===== src/rtl/sel_upd.sv =====
// Selection-counter update queue: holds predict-time records in program order and turns
// resolved outcomes into selection table writes. Optional forwarding: SEL_UPD_FWD_EN.
module sel_upd #(
  parameter int DEPTH = 8,
  parameter int AW    = 10
) (
  input  logic                     clk,
  input  logic                     reset,
  input  logic                     pr_valid,
  input  logic [AW-1:0]            pr_addr,
  input  logic [1:0]               pr_cnt,
  input  logic                     pr_loc,
  input  logic                     pr_glb,
  output logic                     pr_ready,
  input  logic                     res_valid,
  input  logic                     res_taken,
  input  logic                     flush,
  output logic                     up_en,
  output logic [AW-1:0]            up_addr,
  output logic [1:0]               up_data,
  output logic [$clog2(DEPTH):0]   occ,
  output logic                     orphan
);

  localparam int PW = $clog2(DEPTH);
  localparam int OW = PW + 1;

  function automatic logic [1:0] sat_step(input logic [1:0] c, input logic inc);
    if (inc) return (c == 2'd3) ? c : c + 2'd1;
    else     return (c == 2'd0) ? c : c - 2'd1;
  endfunction

  logic [AW-1:0] mem_addr [DEPTH];
  logic [1:0]    mem_cnt  [DEPTH];
  logic          mem_loc  [DEPTH];
  logic          mem_glb  [DEPTH];

  logic [PW-1:0] rd_ptr, wr_ptr;
  logic [OW-1:0] occ_q;
  logic          orphan_q;

  logic          vld_p1;
  logic [AW-1:0] addr_p1;
  logic [1:0]    data_p1;

  logic          full_p0, empty_p0, pop_p0, push_p0, wr_p0;
  logic          loc_ok_p0, glb_ok_p0;
  logic [AW-1:0] head_addr_p0;
  logic [1:0]    head_cnt_p0, new_cnt_p0, push_cnt_p0;

  // Stage p0: FIFO head evaluation and push/pop decisions
  always_comb begin
    full_p0      = (occ_q == OW'(DEPTH));
    empty_p0     = (occ_q == '0);
    pop_p0       = res_valid && !flush && !empty_p0;
    // A pop at full frees the slot this same cycle, so a push may ride along
    push_p0      = pr_valid && !flush && (!full_p0 || pop_p0);
    head_addr_p0 = mem_addr[rd_ptr];
    head_cnt_p0  = mem_cnt[rd_ptr];
    loc_ok_p0    = (mem_loc[rd_ptr] == res_taken);
    glb_ok_p0    = (mem_glb[rd_ptr] == res_taken);
    new_cnt_p0   = sat_step(head_cnt_p0, glb_ok_p0);
    wr_p0        = pop_p0 && (loc_ok_p0 != glb_ok_p0) && (new_cnt_p0 != head_cnt_p0);
    push_cnt_p0  = pr_cnt;
`ifdef SEL_UPD_FWD_EN
    if (wr_p0 && (pr_addr == head_addr_p0)) push_cnt_p0 = new_cnt_p0;
`endif
  end

  always_ff @(posedge clk) begin
    if (reset) begin
      rd_ptr   <= '0;
      wr_ptr   <= '0;
      occ_q    <= '0;
      orphan_q <= 1'b0;
      vld_p1   <= 1'b0;
      addr_p1  <= '0;
      data_p1  <= '0;
    end else begin
      if (flush) begin
        rd_ptr <= '0;
        wr_ptr <= '0;
        occ_q  <= '0;
      end else begin
        if (push_p0) wr_ptr <= wr_ptr + 1'b1;
        if (pop_p0)  rd_ptr <= rd_ptr + 1'b1;
        case ({push_p0, pop_p0})
          2'b10:   occ_q <= occ_q + 1'b1;
          2'b01:   occ_q <= occ_q - 1'b1;
          default: occ_q <= occ_q;
        endcase
      end
      if (res_valid && !flush && empty_p0) orphan_q <= 1'b1;
      vld_p1 <= wr_p0;
      if (wr_p0) begin
        addr_p1 <= head_addr_p0;
        data_p1 <= new_cnt_p0;
      end
    end
  end

  // Record storage is data-only; validity comes from the pointers
  always_ff @(posedge clk) begin
`ifdef SEL_UPD_FWD_EN
    for (int i = 0; i < DEPTH; i++) begin
      if (wr_p0 && (mem_addr[i] == head_addr_p0)) mem_cnt[i] <= new_cnt_p0;
    end
`endif
    if (push_p0) begin
      mem_addr[wr_ptr] <= pr_addr;
      mem_cnt[wr_ptr]  <= push_cnt_p0;
      mem_loc[wr_ptr]  <= pr_loc;
      mem_glb[wr_ptr]  <= pr_glb;
    end
  end

  // Stage p1: registered write port
  assign up_en    = vld_p1;
  assign up_addr  = addr_p1;
  assign up_data  = data_p1;
  assign occ      = occ_q;
  assign pr_ready = (occ_q != OW'(DEPTH));
  assign orphan   = orphan_q;

endmodule

===== config.mk =====
export PLATFORM = sky130hd
export DESIGN_NAME = sel_upd
export DESIGN_NICKNAME = d
export VERILOG_FILES = /design/src/rtl/sel_upd.sv
export SDC_FILE = /design/constraint.sdc
export NUM_CORES = 1
export LEC_CHECK = 0
export CORE_ASPECT_RATIO = 2
export CORE_MARGIN = 10
export CORE_UTILIZATION = 38
export CTS_CLUSTER_DIAMETER = 50
export DETAILED_ROUTE_END_ITERATION = 16
export GPL_TIMING_DRIVEN = 0
export SLEW_MARGIN = 20
export SYNTH_ARGS = -nofsm -noshare
export SYNTH_HDL_FRONTEND = slang
export SYNTH_SLANG_ARGS = --single-unit

===== constraint.sdc =====
create_clock -name clk -period 2.3 [get_ports clk]
set_clock_uncertainty 0.15 [all_clocks]
set_input_delay 0.23 -clock clk [delete_from_list [all_inputs] [get_ports clk]]
set_output_delay 0.23 -clock clk [all_outputs]
set_load 0.05 [all_outputs]

==> summary.md, run 1 <==
| Metric | Value |
|---|---|
| Die height | `190 um` |
| Hold/Removal Path Class | `register to register` |
| Switching share of power | `0.216` |
| DP Area | `6210 um2` |
| Synthesized-area fraction occupied by adder cells | `0.0127` |
| Max-Cap Viols | `0` |
| DPL Wire Length | `7700 um` |
| Vias in the first global route | `3256` |
| Synth Area in Compound Gates | `0.0455` |
| Register area share after synthesis | `0.710` |
| Total power | `5720 uW` |
| Peak per-stage delay on the critical path | `approximately 0.53 ns` |
| Most used DFF post-synth | `edfxtp_1` |
| Wire length of the first global-routing pass | `18900 um` |
| Post-synth top area cell | `edfxtp_1` |
| Num CTS Buffers | `17` |
| Leakage | `0.00222 uW` |
| Comb power frac | `0.051` |
| Synthesis Warnings | `0` |
| Final setup fails | `11` |
| Critical Path RT | `between 2 and 2.5 ns` |
| Final WL | `11700 um` |
| Commonest cells in the netlist | `edfxtp_1 (112), mux4_2 (28), dfxtp_1 (27)` |
| Average cell area after synthesis | `18.3 um2` |
| Num ports | `39` |
| WL per Instance | `20.3 um` |
| PortBufs | `38` |
| CTS H-Tree Depth | `4` |
| Die W | `approximately 110 um` |
| Starting Density | `0.385` |
| Core area | `14300 um2` |
| Total net switching power | `1240 uW` |
| Simple-gate share of the synthesized area | `0.0410` |
| Hold Vio Cnt, Final | `0` |
| Count of cell types in the netlist | `37` |
| Largest cells by area after synthesis | `edfxtp_1 (61%), mux4_2 (11%), dfxtp_1 (9.8%)` |
| EDFF count, synth | `112` |
| Antenna viol nets, final | `0` |
| CP arrival | `2.54 ns` |
| Root Buffer | `clkbuf_16` |
| Violations in the final reports | `setup timing` |
| CTS tree | `done` |
| Slew at the pin closest to its max-slew limit | `0.925 ns` |
| Share of cells above drive strength 1 | `0.334` |
| Layout area overhead | `29.7%` |
| DR vias/cell | `between 5 and 6` |
| Post-Syn Instances | `301` |
| Cells along the critical path | `buf_12 > mux4_2 > mux2i_4 > xnor2_2 > mux2_4 > buf_8 > a21oi_2 > a311oi_2` |
| Period utilisation layout | `1.05` |
| Most used standard cell by instance count after synthesis | `edfxtp_1` |
| Gpl congestion | `0.726` |
| Synth Register Bits | `139` |
| PwrDens | `802 nW/um2` |
| Top cell type's share of synthesized area | `0.612` |
| Critical path's slowest cell | `mux4_2` |
| RSZ-0062 raised after global routing | `true` |
| Async S/R FF share, synth | `0` |
| Largest family of logic cells by synthesized area | `multiplexers` |
| Flop pwr share | `0.481` |
| Max Slew Vio Count | `0` |
| Final setup TNS | `-1.05 ns` |
| Clk pin slew, worst setup/hold paths | `0.06 ns` |
| Nets | `395` |
| Die area | `roughly 20000 um2` |
| Vias | `a little under 3000` |
| Non-filler cells, final | `about 580` |
| Insertion delay to the later sink of the worst-skew pair | `0.41 ns` |
| DRC | `0` |
| Final instance area | `7130 um2` |
| Pint | `4480 uW` |
| XOR/XNOR Fraction of Synth Area | `0.0175` |
| Outcome | `finished with violations` |
| Post-synthesis mux area share | `0.155` |
| Achievable Freq | `0.412 GHz` |
| Total track usage | `0.127` |
| Kind of critical path | `register to register` |
| DR pass1 iterations | `4` |
| DRT iter0 DRCs | `between 100 and 150` |
| Critical path launch point type | `register` |
| CTS max path bufs | `2` |
| Post-layout util | `0.500` |
| Largest net degree at the start of global routing | `17` |
| Clock power frac | `0.468` |
| PnR worst setup slack | `-0.126 ns` |
| Antenna cells | `0` |
| Critical path peak fanout | `8` |
| Fill cells | `1219` |
| Fin crit period | `2.43 ns` |
| Slew margin rel. | `0.383` |
| Grt total ovfl | `0` |
| Syn Nets | `326` |
| CTS Sinks | `139` |
| Initial antenna violation count | `0` |
| Worst VDD drop | `0.000512 V` |
| Num rows | `62` |
| Dpl cells | `531` |
| Critical path endpoint category | `register` |
| Hold Buf Count CTS | `0` |
| Post-Syn Area | `5500 um2` |
-- critical path, delay by kind of cell, from the launching register on --
kind	cells	cell delay, ns
mux	3	1.14
compound gates	2	0.20
buf+inv	2	0.32
xor+xnor	1	0.14
flops	1	0.34
-- registers in the layout, indices dropped and copies added (netlist names), named ones only --
signal / count
mem_addr: 80
mem_cnt: 16
up_addr: 10
mem_glb: 8
mem_loc: 8
occ: 4
rd_ptr: 3
wr_ptr: 3
up_data: 2
orphan: 1
up_en: 1
-- layer usage --
| layer | up-vias | track usage | part of all wire |
|---|---|---|---|
| met5 | - | 0 | 0 |
| li1 | 1342 | - | - |
| met4 | 0 | 0.0632 | 0.018 |
| met2 | 77 | 0.235 | 0.57 |
| met3 | 16 | 0.0393 | 0.050 |
| met1 | 1467 | 0.125 | 0.36 |
-- path summary, 6_finish.rpt --
| check | endpoint | slack, ns | cells after the start | startpoint |
|---|---|---|---|---|
| max | up_addr[3] | -0.13 | 8 | register |
| min | orphan | 0.33 | 2 | orphan |
| min reg2reg | orphan | 0.33 | 2 | orphan |
| max reg2reg | up_addr[3] | -0.13 | 8 | register |
-- final cells by class --
class | count | area (um2) | share of cell area
Clock buffer | 17 | 425 | 0.0596
Multi-Input combinational cell | 143 | 1730 | 0.243
Inverter | 4 | 15.0 | 0.00210
Timing Repair Buffer | 50 | 522 | 0.0731
Sequential cell | 139 | 3920 | 0.550
Tap cell | 192 | 240 | 0.0337
Buffer | 15 | 114 | 0.0160
Clock inverter | 15 | 164 | 0.0230
-- timing repair --
action | 4_1_cts | 5_1_grt
setup endpoints to repair | 84 | 73
buffers inserted | 4 | 6
endpoints found under the hold margin | 0 | 0
cloned | 2 | 0
pin swaps | 5 | 13
resized for setup | 27 | 14
-- power by group through the flow --
stage	Sequential (uW)	Combinational (uW)	Clock, uW
detailed placement	2800	243	0
global route	2750	317	2830
finish	2750	293	2680
global placement	2800	237	0
CTS	2750	282	2710
floorplan	2820	113	0
-- through the flow --
step,setup WS (ns),hold slack [ns]
2_1_floorplan,-0.00155,0.148
3_3_place_gp,-0.523,0.304
3_5_place_dp,-0.533,0.325
4_1_cts,-0.162,0.339
5_1_grt,-0.200,0.362
6_report,-0.126,0.331
-- kinds of logic after synthesis --
family	after synthesis
AOI/OAI and AO/OA	33
muxes	46
xor gates and xnor gates	11
DFF	139
and+or+nand+nor	48
adders and majority gates	5
buffers and inverters	19
-- cell usage in the layout (no fill, tap or decap), drive strengths merged --
cell,instances
mux2i,17
edfxtp,112
clkinvlp,1
clkdlybuf4s50,37
nor3,3
ha,4
xor2,4
buf,21
or2,3
bufinv,2
a21o,1
and3,1
mux2,1
a31oi,2
fa,1
nand3b,1
nand2b,3
a211oi,2
dlygate4sd2,1
xnor2,7
or4b,1
nand2,8
nor2,23
nor3b,1
nor4,2
or3,2
clkbuf,23
clkinv,7
a21oi,13
inv,9
a311oi,10
dfxtp,27
o21ai,5
mux4,28
Power figures use the tool's default switching activity.
==> inputs of run 2 (changes only) <==
==> constraint.sdc (replaced) <==
create_clock -name clk -period 3.1 [get_ports clk]
set_clock_uncertainty 0.15 [all_clocks]
set_input_delay 0.31 -clock clk [delete_from_list [all_inputs] [get_ports clk]]
set_output_delay 0.31 -clock clk [all_outputs]
set_load 0.05 [all_outputs]
==> run 2 against run 1 <==
Effect of this change:
- the flow now finishes without violations
- final area fell by 3.5%
- core utilization decreased by 1.7 points
- register-to-register slack better by 0.59 ns
- critical endpoint is now occ[3]
- non-clock buffer count decreased by 4
- sequential share of layout area is 1.8 points higher
- cell count down 0.70%
- die area unchanged
==> summary.md, run 2 (synthesis results as in run 1) <==
| Metric | Value |
|---|---|
| Pint | `3360 uW (-25%)` |
| Number of flip-flops in the largest register | `80 (unchanged)` |
| Slew at the pin closest to its max-slew limit | `0.909 ns (-0.0164 ns)` |
| Post-CTS Setup Inserts | `0 (-4)` |
| DR pass1 iterations | `4 (unchanged)` |
| CTS max path bufs | `2 (unchanged)` |
| Post-layout util | `0.482 (-0.0174)` |
| Fin crit period | `2.64 ns (+0.213 ns)` |
| Achievable Freq | `0.379 GHz (-8.1%)` |
| Wire length of the first global-routing pass | `17100 um (-9.3%)` |
| Post_cts resized | `0 (-100%)` |
| CP Launch Point | `occ[2]` |
| Antenna viol nets, final | `0 (unchanged)` |
| Critical path peak fanout | `5 (-3)` |
| FF-to-FF path depth | `9 (+1)` |
| Num rows | `62 (unchanged)` |
| Critical Path RT | `3.23 ns (+0.81 ns)` |
| Comb power frac | `0.042 (-0.009)` |
| Critical path endpoint category | `register` |
| Outcome | `finished, final reports clean` |
| Max Slew Vio Count | `0 (unchanged)` |
| Reg2Reg Launch Point | `occ[2]` |
| Peak per-stage delay on the critical path | `0.45 ns (-0.08 ns)` |
| Flop pwr share | `0.482 (about the same)` |
| Top cell family by delay on the critical path | `simple AND/OR/NAND/NOR gates` |
| Total track usage | `0.113 (-0.0142)` |
| Clock power frac | `0.476 (+0.008)` |
| Vias in the first global route | `3104 (-4.7%)` |
| DPL Wire Length | `7560 um (-1.8%)` |
| WL per Instance | `18.9 um (-6.9%)` |
| Hold Vio Cnt, Final | `0 (unchanged)` |
| Leakage | `0.00216 uW (-2.4%)` |
| Root Buffer | `clkbuf_16` |
| Worst VDD drop | `0.000366 V (-28%)` |
| Initial antenna violation count | `0 (unchanged)` |
| WHS Endpoint | `orphan` |
| DRT iter0 DRCs | `215 (+49%)` |
| Num ports | `39 (unchanged)` |
| Cells along the critical path | `nor4_1 > nand3b_1 > nor2_1 > ha_1 > a21o_1 > a21oi_1 > mux2i_1 > xor2_1 > nor2_1` |
| Insertion delay to the later sink of the worst-skew pair | `0.41 ns (about the same)` |
| DRC | `0 (unchanged)` |
| Num CTS Buffers | `17 (unchanged)` |
| Hold_sp | `orphan` |
| Largest net degree at the start of global routing | `17 (unchanged)` |
| WP buf/inv | `0 (-2)` |
| CP arrival | `2.77 ns (+0.23 ns)` |
| DR vias/cell | `5.04 (-0.20%)` |
| RSZ-0062 raised after global routing | `false` |
| Kind of critical path | `register to register` |
| Critical path's slowest cell | `nor4_1` |
| Clk pin slew, worst setup/hold paths | `0.06 ns (about the same)` |
| Switching share of power | `0.206 (-0.0107)` |
| Max-Cap Viols | `0 (unchanged)` |
| Critical path depth in cells | `9 (+1)` |
| Fill cells | `1254 (+2.9%)` |
| Critical path launch point type | `register` |
| Reg with most FFs | `mem_addr` |
| Nets | `391 (-1.0%)` |
| Final setup fails | `0 (-11)` |
| Gpl congestion | `0.729 (+0.36%)` |
| CTS Sinks | `139 (unchanged)` |
| CTS H-Tree Depth | `4 (unchanged)` |
| Share of cells above drive strength 1 | `0.251 (-0.0835)` |
| Core area | `14300 um2 (unchanged)` |
| PortBufs | `38 (unchanged)` |
| Layout area overhead | `25.2%` |
| WHS | `0.319 ns (-0.0119 ns)` |
| Die W | `105 um (unchanged)` |
| Antenna cells | `0 (unchanged)` |
| Final WL | `10800 um (-7.5%)` |
| Non-filler cells, final | `571 (-0.70%)` |
| Slew margin rel. | `0.394 (+0.0109)` |
| Grt total ovfl | `0 (unchanged)` |
| Die height | `190 um (unchanged)` |
| PwrDens | `615 nW/um2 (-23%)` |
| Cell mode on critical path | `nor2_1` |
| Dpl cells | `539 (+1.5%)` |
| Reg2Reg Capture Point | `occ[3]` |
| Vias | `2876 (-0.90%)` |
| Most frequent cells in the layout | `edfxtp_1 (112), clkdlybuf4s50_1 (38), mux4_2 (28)` |
| Die area | `20000 um2 (unchanged)` |
| Starting Density | `0.385 (unchanged)` |
| Hold/Removal Path Class | `register to register` |
| Hold Buf Count CTS | `0 (unchanged)` |
| Commonest non-fill, non-tap cell in the layout | `edfxtp_1` |
| Period utilisation layout | `0.851 (-0.203)` |
| Total net switching power | `870 uW (-30%)` |
| Reg-to-reg slack, setup | `0.46 ns (+0.59 ns)` |
| CTS tree | `done` |
| Hold Path Depth | `2 (unchanged)` |
## run 2: changes by cell type in the layout (fill, tap and decap cells not counted), moves of 6 or more
cell	change
buf_8	+6
a21oi_1	+9
buf_4	-9
nor2_4	-7
## run 2: layout make-up
class / instances / area [um2] / area share
Sequential cell: 139 / 3900 / 0.567
Multi-Input combinational cell: 143 / 1530 / 0.223
Clock buffer: 22 / 508 / 0.0738
Timing Repair Buffer: 46 / 500 / 0.0727
Tap cell: 192 / 240 / 0.0349
Clock inverter: 10 / 98.8 / 0.0144
Buffer: 15 / 85.1 / 0.0124
Inverter: 4 / 15.0 / 0.00218
## run 2: through the flow
| stage | TNS, ns | setup slack (ns) | power (uW) | area (um2) |
|---|---|---|---|---|
| after detailed placement | 0 | 0.211 | 2260 | 6280 |
| after global placement | -7.12 | -0.179 | 2250 | 6130 |
| after global routing | 0 | 0.268 | 4370 | 6880 |
| final | 0 | 0.461 | 4230 | 6880 |
| after floorplan | 0 | 0.0890 | 2180 | 5510 |
| after CTS | 0 | 0.428 | 4270 | 6880 |
## run 2: worst register-to-register path, stage by stage, from the launching register on
cell	delay (ns)
dfxtp_1	0.35
nor4_1	0.45
nand3b_1	0.30
nor2_1	0.15
ha_1	0.30
a21o_1	0.17
a21oi_1	0.19
mux2i_1	0.23
xor2_1	0.17
nor2_1	0.05
## run 2: routing by layer
metal,vias up,GRT usage,routed length (um)
li1,1334,-,-
met1,1454,0.117,4190
met2,72,0.208,5920
met3,16,0.0258,400
met4,0,0.0557,282
met5,-,0,0
## run 2: worst max-delay path by stage
stage,endpoint,slack (ns)
3_5_place_dp,occ[3],0.21
4_1_cts,occ[3],0.43
3_3_place_gp,mem_addr[4][0],-0.18
2_1_floorplan,mem_addr[6][0],0.09
5_1_grt,occ[3],0.27
6_report,occ[3],0.46
## run 2: power by group through the flow
stage | combinational, uW | clock [uW] | sequential (uW)
detailed placement | 178 | 0 | 2080
finish | 176 | 2020 | 2040
global route | 190 | 2140 | 2040
floorplan | 79.6 | 0 | 2100
global placement | 168 | 0 | 2080
CTS | 179 | 2050 | 2040
